--- config.mk ---
export PLATFORM = sky130hd
export DESIGN_NAME = memory_stage_inner_flat
export DESIGN_NICKNAME = d
export VERILOG_FILES = /design/src/rtl/pipeline_pkg.sv /design/src/rtl/memory_stage_inner_if.sv /design/src/rtl/load_store_align.sv /design/src/rtl/memory_stage_inner.sv /design/src/flat_wrapper.sv
export SDC_FILE = /design/constraint.sdc
export NUM_CORES = 1
export LEC_CHECK = 0
export CORE_AREA = 2 2 235 237
export CTS_CLUSTER_DIAMETER = 80
export DETAILED_ROUTE_END_ITERATION = 8
export DIE_AREA = 0 0 237 239
export DONT_BUFFER_PORTS = 1
export GPL_TIMING_DRIVEN = 0
export PLACE_DENSITY = 0.45
export SYNTH_ARGS = -nofsm -noshare
export SYNTH_HDL_FRONTEND = slang
export SYNTH_SLANG_ARGS = --single-unit
--- constraint.sdc ---
create_clock -name clk -period 4.8 [get_ports clk]
set_input_delay 0.24 -clock clk [delete_from_list [all_inputs] [get_ports clk]]
set_output_delay 0.24 -clock clk [all_outputs]
set_load 0.005 [all_outputs]
--- src/rtl/pipeline_pkg.sv ---
`default_nettype none
// ============================================================================
// Package     : pipeline_pkg
// Description : Types and constants shared by the RV32I pipeline stages:
//               stage status encodings, the decoded instruction layout,
//               the bypass bus layout and the opcodes the MEM stage decodes.
// Revision    : 1.0 - initial release
// ============================================================================
package pipeline_pkg;

    // Forward status travelling with each instruction. Encodings outside
    // this set are treated as BUBBLE by consumers.
    typedef enum logic [3:0] {
        SF_BUBBLE    = 4'd0,
        SF_VALID     = 4'd1,
        SF_EXCEPTION = 4'd2
    } status_forwards_t;

    // Backward status from a later stage. Encoding 3 is treated as READY.
    typedef enum logic [1:0] {
        SB_READY = 2'd0,
        SB_STALL = 2'd1,
        SB_JUMP  = 2'd2
    } status_backwards_t;

    // Decoded instruction, 65 bits; first member is the MSB.
    typedef struct packed {
        logic        illegal;   // [64]
        logic [6:0]  funct7;    // [63:57]
        logic [2:0]  funct3;    // [56:54]
        logic [6:0]  opcode;    // [53:47]
        logic [4:0]  rd;        // [46:42]
        logic [4:0]  rs2;       // [41:37]
        logic [4:0]  rs1;       // [36:32]
        logic [31:0] imm;       // [31:0]
    } instruction_t;

    // Bypass bus, 38 bits.
    typedef struct packed {
        logic        valid;     // [37]
        logic [4:0]  rd;        // [36:32]
        logic [31:0] data;      // [31:0]
    } forwarding_t;

    localparam logic [6:0] c_opcode_load   = 7'b0000011;
    localparam logic [6:0] c_opcode_store  = 7'b0100011;
    localparam logic [6:0] c_opcode_branch = 7'b1100011;

endpackage
`default_nettype wire

--- src/rtl/memory_stage_inner_if.sv ---
`default_nettype none
// ============================================================================
// Interface   : memory_stage_inner_if
// Description : Wishbone B4 classic bus between the MEM stage (master) and
//               the data memory (slave).
//               master: drives cyc, stb, we, sel, adr, dat_mosi
//                       samples dat_miso, ack, err
//               slave : the mirror image
// Revision    : 1.0 - initial release
// ============================================================================
interface memory_stage_inner_if;

    logic        wb_cyc;
    logic        wb_stb;
    logic        wb_we;
    logic [3:0]  wb_sel;
    logic [31:0] wb_adr;
    logic [31:0] wb_dat_mosi;
    logic [31:0] wb_dat_miso;
    logic        wb_ack;
    logic        wb_err;

    modport master (
        output wb_cyc, wb_stb, wb_we, wb_sel, wb_adr, wb_dat_mosi,
        input  wb_dat_miso, wb_ack, wb_err
    );

    modport slave (
        input  wb_cyc, wb_stb, wb_we, wb_sel, wb_adr, wb_dat_mosi,
        output wb_dat_miso, wb_ack, wb_err
    );

endinterface
`default_nettype wire

--- src/rtl/load_store_align.sv ---
`default_nettype none
// ============================================================================
// Module      : load_store_align
// Description : Pure combinational lane steering for loads and stores.
//               i_funct3      access size / signedness (RV32I funct3)
//               i_addr_lo     effective address bits [1:0]
//               i_store_data  rs2 value
//               i_load_raw    word returned by the bus
//               o_sel         byte lane enables
//               o_store_data  store data moved onto its lanes
//               o_load_data   extracted and extended load result
//               o_misaligned  access crosses its natural alignment
// Revision    : 1.0 - initial release
// ============================================================================
module load_store_align (
    input  wire logic [2:0]  i_funct3,
    input  wire logic [1:0]  i_addr_lo,
    input  wire logic [31:0] i_store_data,
    input  wire logic [31:0] i_load_raw,
    output logic      [3:0]  o_sel,
    output logic      [31:0] o_store_data,
    output logic      [31:0] o_load_data,
    output logic             o_misaligned
);

    logic [4:0]  w_shamt;
    logic [31:0] w_load_shifted;

    assign w_shamt        = {i_addr_lo, 3'b000};
    assign o_store_data   = i_store_data << w_shamt;
    assign w_load_shifted = i_load_raw >> w_shamt;

    // funct3[1:0]: 00 byte, 01 half, anything else handled as a word.
    always_comb begin
        o_sel        = 4'b1111;
        o_misaligned = 1'b0;
        case (i_funct3[1:0])
            2'b00: o_sel = 4'b0001 << i_addr_lo;
            2'b01: begin
                o_sel        = 4'b0011 << i_addr_lo;
                o_misaligned = i_addr_lo[0];
            end
            default: o_misaligned = (i_addr_lo != 2'b00);
        endcase
    end

    always_comb begin
        o_load_data = w_load_shifted;
        case (i_funct3)
            3'b000:  o_load_data = {{24{w_load_shifted[7]}},  w_load_shifted[7:0]};
            3'b001:  o_load_data = {{16{w_load_shifted[15]}}, w_load_shifted[15:0]};
            3'b100:  o_load_data = {24'd0, w_load_shifted[7:0]};
            3'b101:  o_load_data = {16'd0, w_load_shifted[15:0]};
            default: o_load_data = w_load_shifted;
        endcase
    end

endmodule
`default_nettype wire

--- src/rtl/memory_stage_inner.sv ---
`default_nettype none
// ============================================================================
// Module      : memory_stage_inner
// Description : MEM stage of the 5-stage RV32I pipeline (EX -> MEM -> WB).
//               Loads/stores run as a Wishbone B4 classic master; every
//               other instruction passes through one register stage.
//               clk, rst                      clock / sync active-high reset
//               status_forwards_in/out        stage status towards WB
//               status_backwards_in/out       READY/STALL/JUMP towards EX
//               *_in / *_reg_out              captured instruction context;
//                                             rd_data_reg_out carries loads
//               jump_address_backwards_in/out jump target relayed to EX
//               forwarding_out                bypass bus {valid, rd, data}
//               wb                            Wishbone master port
// Revision    : 1.0 - initial release
// ============================================================================
module memory_stage_inner
    import pipeline_pkg::*;
(
    input  wire logic         clk,
    input  wire logic         rst,
    input  wire logic [3:0]   status_forwards_in,
    output logic      [3:0]   status_forwards_out,
    input  wire logic [1:0]   status_backwards_in,
    output logic      [1:0]   status_backwards_out,
    input  wire logic [31:0]  source_data_in,
    input  wire logic [31:0]  rd_data_in,
    input  wire instruction_t instruction_in,
    input  wire logic [31:0]  program_counter_in,
    input  wire logic [31:0]  next_program_counter_in,
    output logic      [31:0]  source_data_reg_out,
    output logic      [31:0]  rd_data_reg_out,
    output instruction_t      instruction_reg_out,
    output logic      [31:0]  program_counter_reg_out,
    output logic      [31:0]  next_program_counter_reg_out,
    input  wire logic [31:0]  jump_address_backwards_in,
    output logic      [31:0]  jump_address_backwards_out,
    output forwarding_t       forwarding_out,
    memory_stage_inner_if.master wb
);

    localparam logic [0:0] S_IDLE = 1'b0;
    localparam logic [0:0] S_BUS  = 1'b1;

    logic [0:0]   r_state, w_state_next;
    logic [3:0]   r_status;
    logic [31:0]  r_src, r_rd_data, r_pc, r_npc;
    instruction_t r_instr;
    logic         r_we;
    logic [3:0]   r_sel;
    logic [31:0]  r_adr, r_dat_mosi;

    logic         w_jump, w_stall_in, w_accept, w_launch, w_bus_done;
    logic         w_is_mem, w_mem_valid, w_mem_fault;
    logic [3:0]   w_status_capture;
    logic [1:0]   w_align_addr;
    logic [2:0]   w_align_funct3;
    logic [3:0]   w_sel;
    logic [31:0]  w_store_data, w_load_data;
    logic         w_misaligned;

    assign w_jump     = (status_backwards_in == SB_JUMP);
    assign w_stall_in = (status_backwards_in == SB_STALL);
    assign w_accept   = (r_state == S_IDLE) && !w_stall_in && !w_jump;
    assign w_bus_done = wb.wb_ack | wb.wb_err;

    assign w_is_mem    = (instruction_in.opcode == c_opcode_load) ||
                         (instruction_in.opcode == c_opcode_store);
    assign w_mem_valid = w_is_mem && (status_forwards_in == SF_VALID);
    assign w_mem_fault = w_misaligned || instruction_in.illegal;
    assign w_launch    = w_accept && w_mem_valid && !w_mem_fault;

    // One aligner serves both phases: in IDLE it steers the incoming access,
    // in BUS it extracts the load from the captured address and funct3.
    assign w_align_addr   = (r_state == S_BUS) ? r_rd_data[1:0] : rd_data_in[1:0];
    assign w_align_funct3 = (r_state == S_BUS) ? r_instr.funct3 : instruction_in.funct3;

    load_store_align u_align (
        .i_funct3     (w_align_funct3),
        .i_addr_lo    (w_align_addr),
        .i_store_data (source_data_in),
        .i_load_raw   (wb.wb_dat_miso),
        .o_sel        (w_sel),
        .o_store_data (w_store_data),
        .o_load_data  (w_load_data),
        .o_misaligned (w_misaligned)
    );

    // Status captured on acceptance; unknown encodings collapse to BUBBLE
    // and an in-flight memory access reports BUBBLE until it terminates.
    always_comb begin
        w_status_capture = SF_BUBBLE;
        if (w_mem_valid)
            w_status_capture = w_mem_fault ? SF_EXCEPTION : SF_BUBBLE;
        else if (status_forwards_in == SF_VALID || status_forwards_in == SF_EXCEPTION)
            w_status_capture = status_forwards_in;
    end

    always_ff @(posedge clk) begin
        if (rst) r_state <= S_IDLE;
        else     r_state <= w_state_next;
    end

    always_comb begin
        w_state_next = r_state;
        if (r_state == S_IDLE) begin
            if (w_launch) w_state_next = S_BUS;
        end else begin
            if (w_jump || w_bus_done) w_state_next = S_IDLE;
        end
    end

    always_ff @(posedge clk) begin
        if (rst) begin
            r_status   <= '0;
            r_src      <= '0;
            r_rd_data  <= '0;
            r_instr    <= '0;
            r_pc       <= '0;
            r_npc      <= '0;
            r_we       <= 1'b0;
            r_sel      <= '0;
            r_adr      <= '0;
            r_dat_mosi <= '0;
        end else if (w_jump) begin
            r_status <= SF_BUBBLE;
        end else if (r_state == S_BUS) begin
            if (w_bus_done) begin
                r_status <= wb.wb_err ? SF_EXCEPTION : SF_VALID;
                if (!wb.wb_err && !r_we) r_rd_data <= w_load_data;
            end
        end else if (!w_stall_in) begin
            r_status   <= w_status_capture;
            r_src      <= source_data_in;
            r_rd_data  <= rd_data_in;
            r_instr    <= instruction_in;
            r_pc       <= program_counter_in;
            r_npc      <= next_program_counter_in;
            r_we       <= (instruction_in.opcode == c_opcode_store);
            r_sel      <= w_sel;
            r_adr      <= {rd_data_in[31:2], 2'b00};
            r_dat_mosi <= w_store_data;
        end
    end

    always_comb begin
        status_backwards_out = SB_READY;
        if (rst)
            status_backwards_out = SB_READY;
        else if (w_jump)
            status_backwards_out = SB_JUMP;
        else if (r_state == S_BUS || w_stall_in)
            status_backwards_out = SB_STALL;
    end

    assign jump_address_backwards_out = jump_address_backwards_in;

    // In BUS the status register holds BUBBLE, so a pending load never forwards.
    assign forwarding_out.valid = (r_status == SF_VALID) && (r_instr.rd != 5'd0) &&
                                  (r_instr.opcode != c_opcode_store) &&
                                  (r_instr.opcode != c_opcode_branch);
    assign forwarding_out.rd    = r_instr.rd;
    assign forwarding_out.data  = r_rd_data;

    assign status_forwards_out          = r_status;
    assign source_data_reg_out          = r_src;
    assign rd_data_reg_out              = r_rd_data;
    assign instruction_reg_out          = r_instr;
    assign program_counter_reg_out      = r_pc;
    assign next_program_counter_reg_out = r_npc;

    assign wb.wb_cyc      = (r_state == S_BUS);
    assign wb.wb_stb      = (r_state == S_BUS);
    assign wb.wb_we       = (r_state == S_BUS) && r_we;
    assign wb.wb_sel      = r_sel;
    assign wb.wb_adr      = r_adr;
    assign wb.wb_dat_mosi = r_dat_mosi;

endmodule
`default_nettype wire

--- src/flat_wrapper.sv ---
// flat-port wrapper written by rule: the top's interface ports become plain ports
module memory_stage_inner_flat import pipeline_pkg::*;
  (clk, rst, status_forwards_in, status_forwards_out, status_backwards_in, status_backwards_out, source_data_in, rd_data_in, instruction_in, program_counter_in, next_program_counter_in, source_data_reg_out, rd_data_reg_out, instruction_reg_out, program_counter_reg_out, next_program_counter_reg_out, jump_address_backwards_in, jump_address_backwards_out, forwarding_out, wb_wb_cyc, wb_wb_stb, wb_wb_we, wb_wb_sel, wb_wb_adr, wb_wb_dat_mosi, wb_wb_dat_miso, wb_wb_ack, wb_wb_err);
  memory_stage_inner_if wb_i ();
  input  wire logic clk;
  input  wire logic rst;
  input  wire logic [3:0] status_forwards_in;
  output logic      [3:0] status_forwards_out;
  input  wire logic [1:0] status_backwards_in;
  output logic      [1:0] status_backwards_out;
  input  wire logic [31:0] source_data_in;
  input  wire logic [31:0] rd_data_in;
  input  wire instruction_t instruction_in;
  input  wire logic [31:0] program_counter_in;
  input  wire logic [31:0] next_program_counter_in;
  output logic      [31:0] source_data_reg_out;
  output logic      [31:0] rd_data_reg_out;
  output instruction_t instruction_reg_out;
  output logic      [31:0] program_counter_reg_out;
  output logic      [31:0] next_program_counter_reg_out;
  input  wire logic [31:0] jump_address_backwards_in;
  output logic      [31:0] jump_address_backwards_out;
  output forwarding_t forwarding_out;
  output wire logic [$bits(wb_i.wb_cyc)-1:0] wb_wb_cyc;
  output wire logic [$bits(wb_i.wb_stb)-1:0] wb_wb_stb;
  output wire logic [$bits(wb_i.wb_we)-1:0] wb_wb_we;
  output wire logic [$bits(wb_i.wb_sel)-1:0] wb_wb_sel;
  output wire logic [$bits(wb_i.wb_adr)-1:0] wb_wb_adr;
  output wire logic [$bits(wb_i.wb_dat_mosi)-1:0] wb_wb_dat_mosi;
  input wire logic [$bits(wb_i.wb_dat_miso)-1:0] wb_wb_dat_miso;
  input wire logic [$bits(wb_i.wb_ack)-1:0] wb_wb_ack;
  input wire logic [$bits(wb_i.wb_err)-1:0] wb_wb_err;
  assign wb_wb_cyc = wb_i.wb_cyc;
  assign wb_wb_stb = wb_i.wb_stb;
  assign wb_wb_we = wb_i.wb_we;
  assign wb_wb_sel = wb_i.wb_sel;
  assign wb_wb_adr = wb_i.wb_adr;
  assign wb_wb_dat_mosi = wb_i.wb_dat_mosi;
  assign wb_i.wb_dat_miso = wb_wb_dat_miso;
  assign wb_i.wb_ack = wb_wb_ack;
  assign wb_i.wb_err = wb_wb_err;
  memory_stage_inner u_core (.clk(clk), .rst(rst), .status_forwards_in(status_forwards_in), .status_forwards_out(status_forwards_out), .status_backwards_in(status_backwards_in), .status_backwards_out(status_backwards_out), .source_data_in(source_data_in), .rd_data_in(rd_data_in), .instruction_in(instruction_in), .program_counter_in(program_counter_in), .next_program_counter_in(next_program_counter_in), .source_data_reg_out(source_data_reg_out), .rd_data_reg_out(rd_data_reg_out), .instruction_reg_out(instruction_reg_out), .program_counter_reg_out(program_counter_reg_out), .next_program_counter_reg_out(next_program_counter_reg_out), .jump_address_backwards_in(jump_address_backwards_in), .jump_address_backwards_out(jump_address_backwards_out), .forwarding_out(forwarding_out), .wb(wb_i));
endmodule
==> results.py <==
metrics = {
    "setup_path": {
        "critical_path.top_delay_family": "buffers and inverters",
        "r2r_cells": 8,
        "cpPeakStageDelay_ps": 740,
        "crit_cells": 8,
        "cp-start-kind": "register",
        "crit_arrival_ps": 4430,
        "endpoint_kind": "register",
        "path_cells": "buf_2 > buf_4 > buf_2 > clkbuf_1 > a221oi_1 > dlygate4sd3_1 > a21oi_1 > dlygate4sd3_1",
        "crit_fanout": 10,
        "slowest_stage": "dfxtp_1",
        "worst-path-buf-inv": 6,
        "cp.required_ps": 5280,
        "path_class": "register to register",
    },
    "placed_design": {
        "place_ws_ps": 1110,
        "placement.io_buffers": 0,
        "routabilityCongestion": 0.921,
        "placed_area_um2": 12200,
        "dp_hpwl_mm": 44.1,
    },
    "sta": {
        "slew_headroom_pct": 25.0,
        "fmax_ghz": 0.253,
        "finalClockSkew_ps": 18.9,
        "rsz0062_at_grt": "no",
        "worst_slack_ps": 853,
        "slew_violations": 0,
        "worstMarginPinSlew_ps": 1130,
        "fin_crit_ps": 3950,
        "period_share_pct": 82.2,
        "setup_tns_ps": 0,
        "setup_viol": 0,
        "finalHoldViolations": 0,
    },
    "clock_tree": {
        "cts_repair_resize_count": 0,
        "clk_pin_slew_worst_paths_ps": 60,
        "clock_sinks": 265,
        "cts_buffers": 35,
        "cts_tree": "done",
        "clk_latency_ps": 550,
        "root_buffer": "clkbuf_16",
        "ctsLongestPathBuffers": 3,
        "htreeDepth": 2,
    },
    "route": {
        "drt-initial-drc-count": 559,
        "routedWlPerCell_um": 24.1,
        "viasPerCell": 4.67,
        "via_count": 11300,
        "dr.pass1.iters": 5,
        "postRouteAntennaNets": 0,
        "post-route-drc-count": 0,
        "wl_mm": 58.5,
    },
    "synth": {
        "syn_inst": 1460,
        "yosys.area.top_type_share_pct": 47.0,
        "synth.most_common_cell": "nand2_1",
        "synth-main-ff-cell": "dfxtp_1",
        "ys_warn_count": 0,
        "synth_seq_cells": 265,
        "ys_async_sr_fraction_pct": 0,
        "synthesis.area_um2": 11300,
        "synth_cell_types": 58,
        "ys_seq_area_share_pct": 47.0,
        "syn_area_per_cell_um2": 7.74,
        "synth_largest_area_cell": "dfxtp_1",
        "synth_commonest_cells": "nand2_1 (488), dfxtp_1 (265), a21oi_1 (217), buf_4 (92), nor2_1 (61)",
        "ys_top_cells_by_area": "dfxtp_1 (47%), nand2_1 (16%), a21oi_1 (9.6%)",
        "synth_edf_count": 0,
    },
    "power_and_ir_drop": {
        "powerDensity_nw_per_um2": 386,
        "p_leak_nw": 6.01,
        "peakVddDrop_mv": 0.210,
    },
    "finish": {
        "design_area_um2": 15300,
        "postLayoutCoreUtil_pct": 28.2,
        "syn_to_final_growth_pct": 35.6,
        "drive_above_1_share_pct": 11.3,
        "nets": 1963,
    },
    "grt": {
        "grt_overflow": 0,
        "first_global_vias": 11400,
        "grt_pass1_wl_mm": 81.2,
        "grt_max_degree": 13,
        "grt.total_usage_pct": 19.8,
        "antenna_found_initial": 4,
    },
    "die": {
        "fp.dieW_um": 237,
        "dieArea_um2": 56600,
        "core_area_um2": 54300,
        "start_util_pct": 20.8,
        "ioPinCount": 607,
        "rows": 86,
        "fp.dieH_um": 239,
    },
    "min_path": {
        "worstHoldPathType": "input pin to register",
        "hold-path-cell-count": 4,
    },
    "run": {
        "cap_violations": 0,
    },
    "status": {
        "status": "complete, no violations",
    },
}
## where the power goes
group	internal, mW	leakage (nW)	switching [mW]
Sequential	2.35	2.19	0.160
Clock	1.57	0.562	1.07
Combinational	0.325	3.26	0.444
## metal layers
metal  vias up  part of all wire [%]  global-route usage [%]
met2       523                    51                    35.8
met1      5424                    37                    21.3
met4         0                   3.5                    8.55
li1       5305                     -                       -
met3        97                   8.6                    6.21
met5         -                     0                       0
## layout by cell type, fill, tap and decap left out, drive strengths merged, types with 11 or more instances in the layout
cell type    netlist  routed
a211oi            19      19
inv               16      19
o22ai             16      16
nor2              62      62
clkbuf            59     105
nand2            488     488
a22oi             23      23
nand3             12      12
dfxtp            265     265
o21ai             48      48
dlygate4sd3        0     198
buf              120     120
a21oi            218     218
a221oi            18      18
mux2i             11      11
nor3              14      14
## through the flow
step	hold slack [ps]	total power, mW	cells
after floorplan	376	2.92	1461
after global placement	377	3.16	2165
after detailed placement	384	3.18	2165
after CTS	2.24	6.01	2424
after global routing	24.2	6.18	2427
final	32.6	5.91	2429
## state kept, by name, summed over array words and instances, names as in the netlist
name,count
u_core.instruction_reg_out,60
u_core.next_program_counter_reg_out,32
u_core.program_counter_reg_out,32
u_core.rd_data_reg_out,32
u_core.source_data_reg_out,32
u_core.wb.wb_dat_mosi,32
u_core.wb.wb_adr,30
u_core.forwarding_out,5
u_core.status_forwards_out,4
u_core.wb.wb_sel,4
u_core.r_we,1
u_core.wb.wb_cyc,1
## final timing paths
kind	from	end	slack (ps)
setup / recovery	u_core.wb.wb_cyc	u_core.status_forwards_out[1]	850
hold / removal	source_data_in[2]	u_core.wb.wb_dat_mosi[18]	30
setup reg to reg	u_core.wb.wb_cyc	u_core.status_forwards_out[1]	850
hold reg to reg	u_core.instruction_reg_out[63]	u_core.instruction_reg_out[63]	480
## layout make-up
| type | count | area [µm²] |
|---|---|---|
| diodes | 5 | 12.5 |
| plain buffers | 179 | 1050 |
| clock buffers | 46 | 988 |
| clock inverters | 15 | 156 |
| fillers | 5859 | 39000 |
| inverters | 16 | 60.1 |
| multi-input cells | 1001 | 4890 |
| flip-flops and latches | 265 | 5310 |
| well taps | 704 | 881 |
| repair buffers | 198 | 1980 |
## tightest hold or removal path, cell delays in order
cell	delay [ps]
nand2_1	30
nand2_1	50
a221oi_1	70
nor3_1	140
## logic make-up after synthesis
logic type / Yosys count / synth area share [%]
AND/OR/NAND/NOR: 617 / 22.2
buffers and inverters: 195 / 9.82
AO/OA/AOI/OAI: 364 / 18.8
flip-flops: 265 / 47.0
other: 1 / 0.0332
multiplexers: 18 / 2.20
## timing repair
action | 4_1_cts | 5_1_grt
setup buffers | 0 | 0
hold buffers | 198 | 0
hold endpoints to repair | 247 | 0
setup endpoints to repair | 0 | 0
Power figures use the tool's default switching activity.
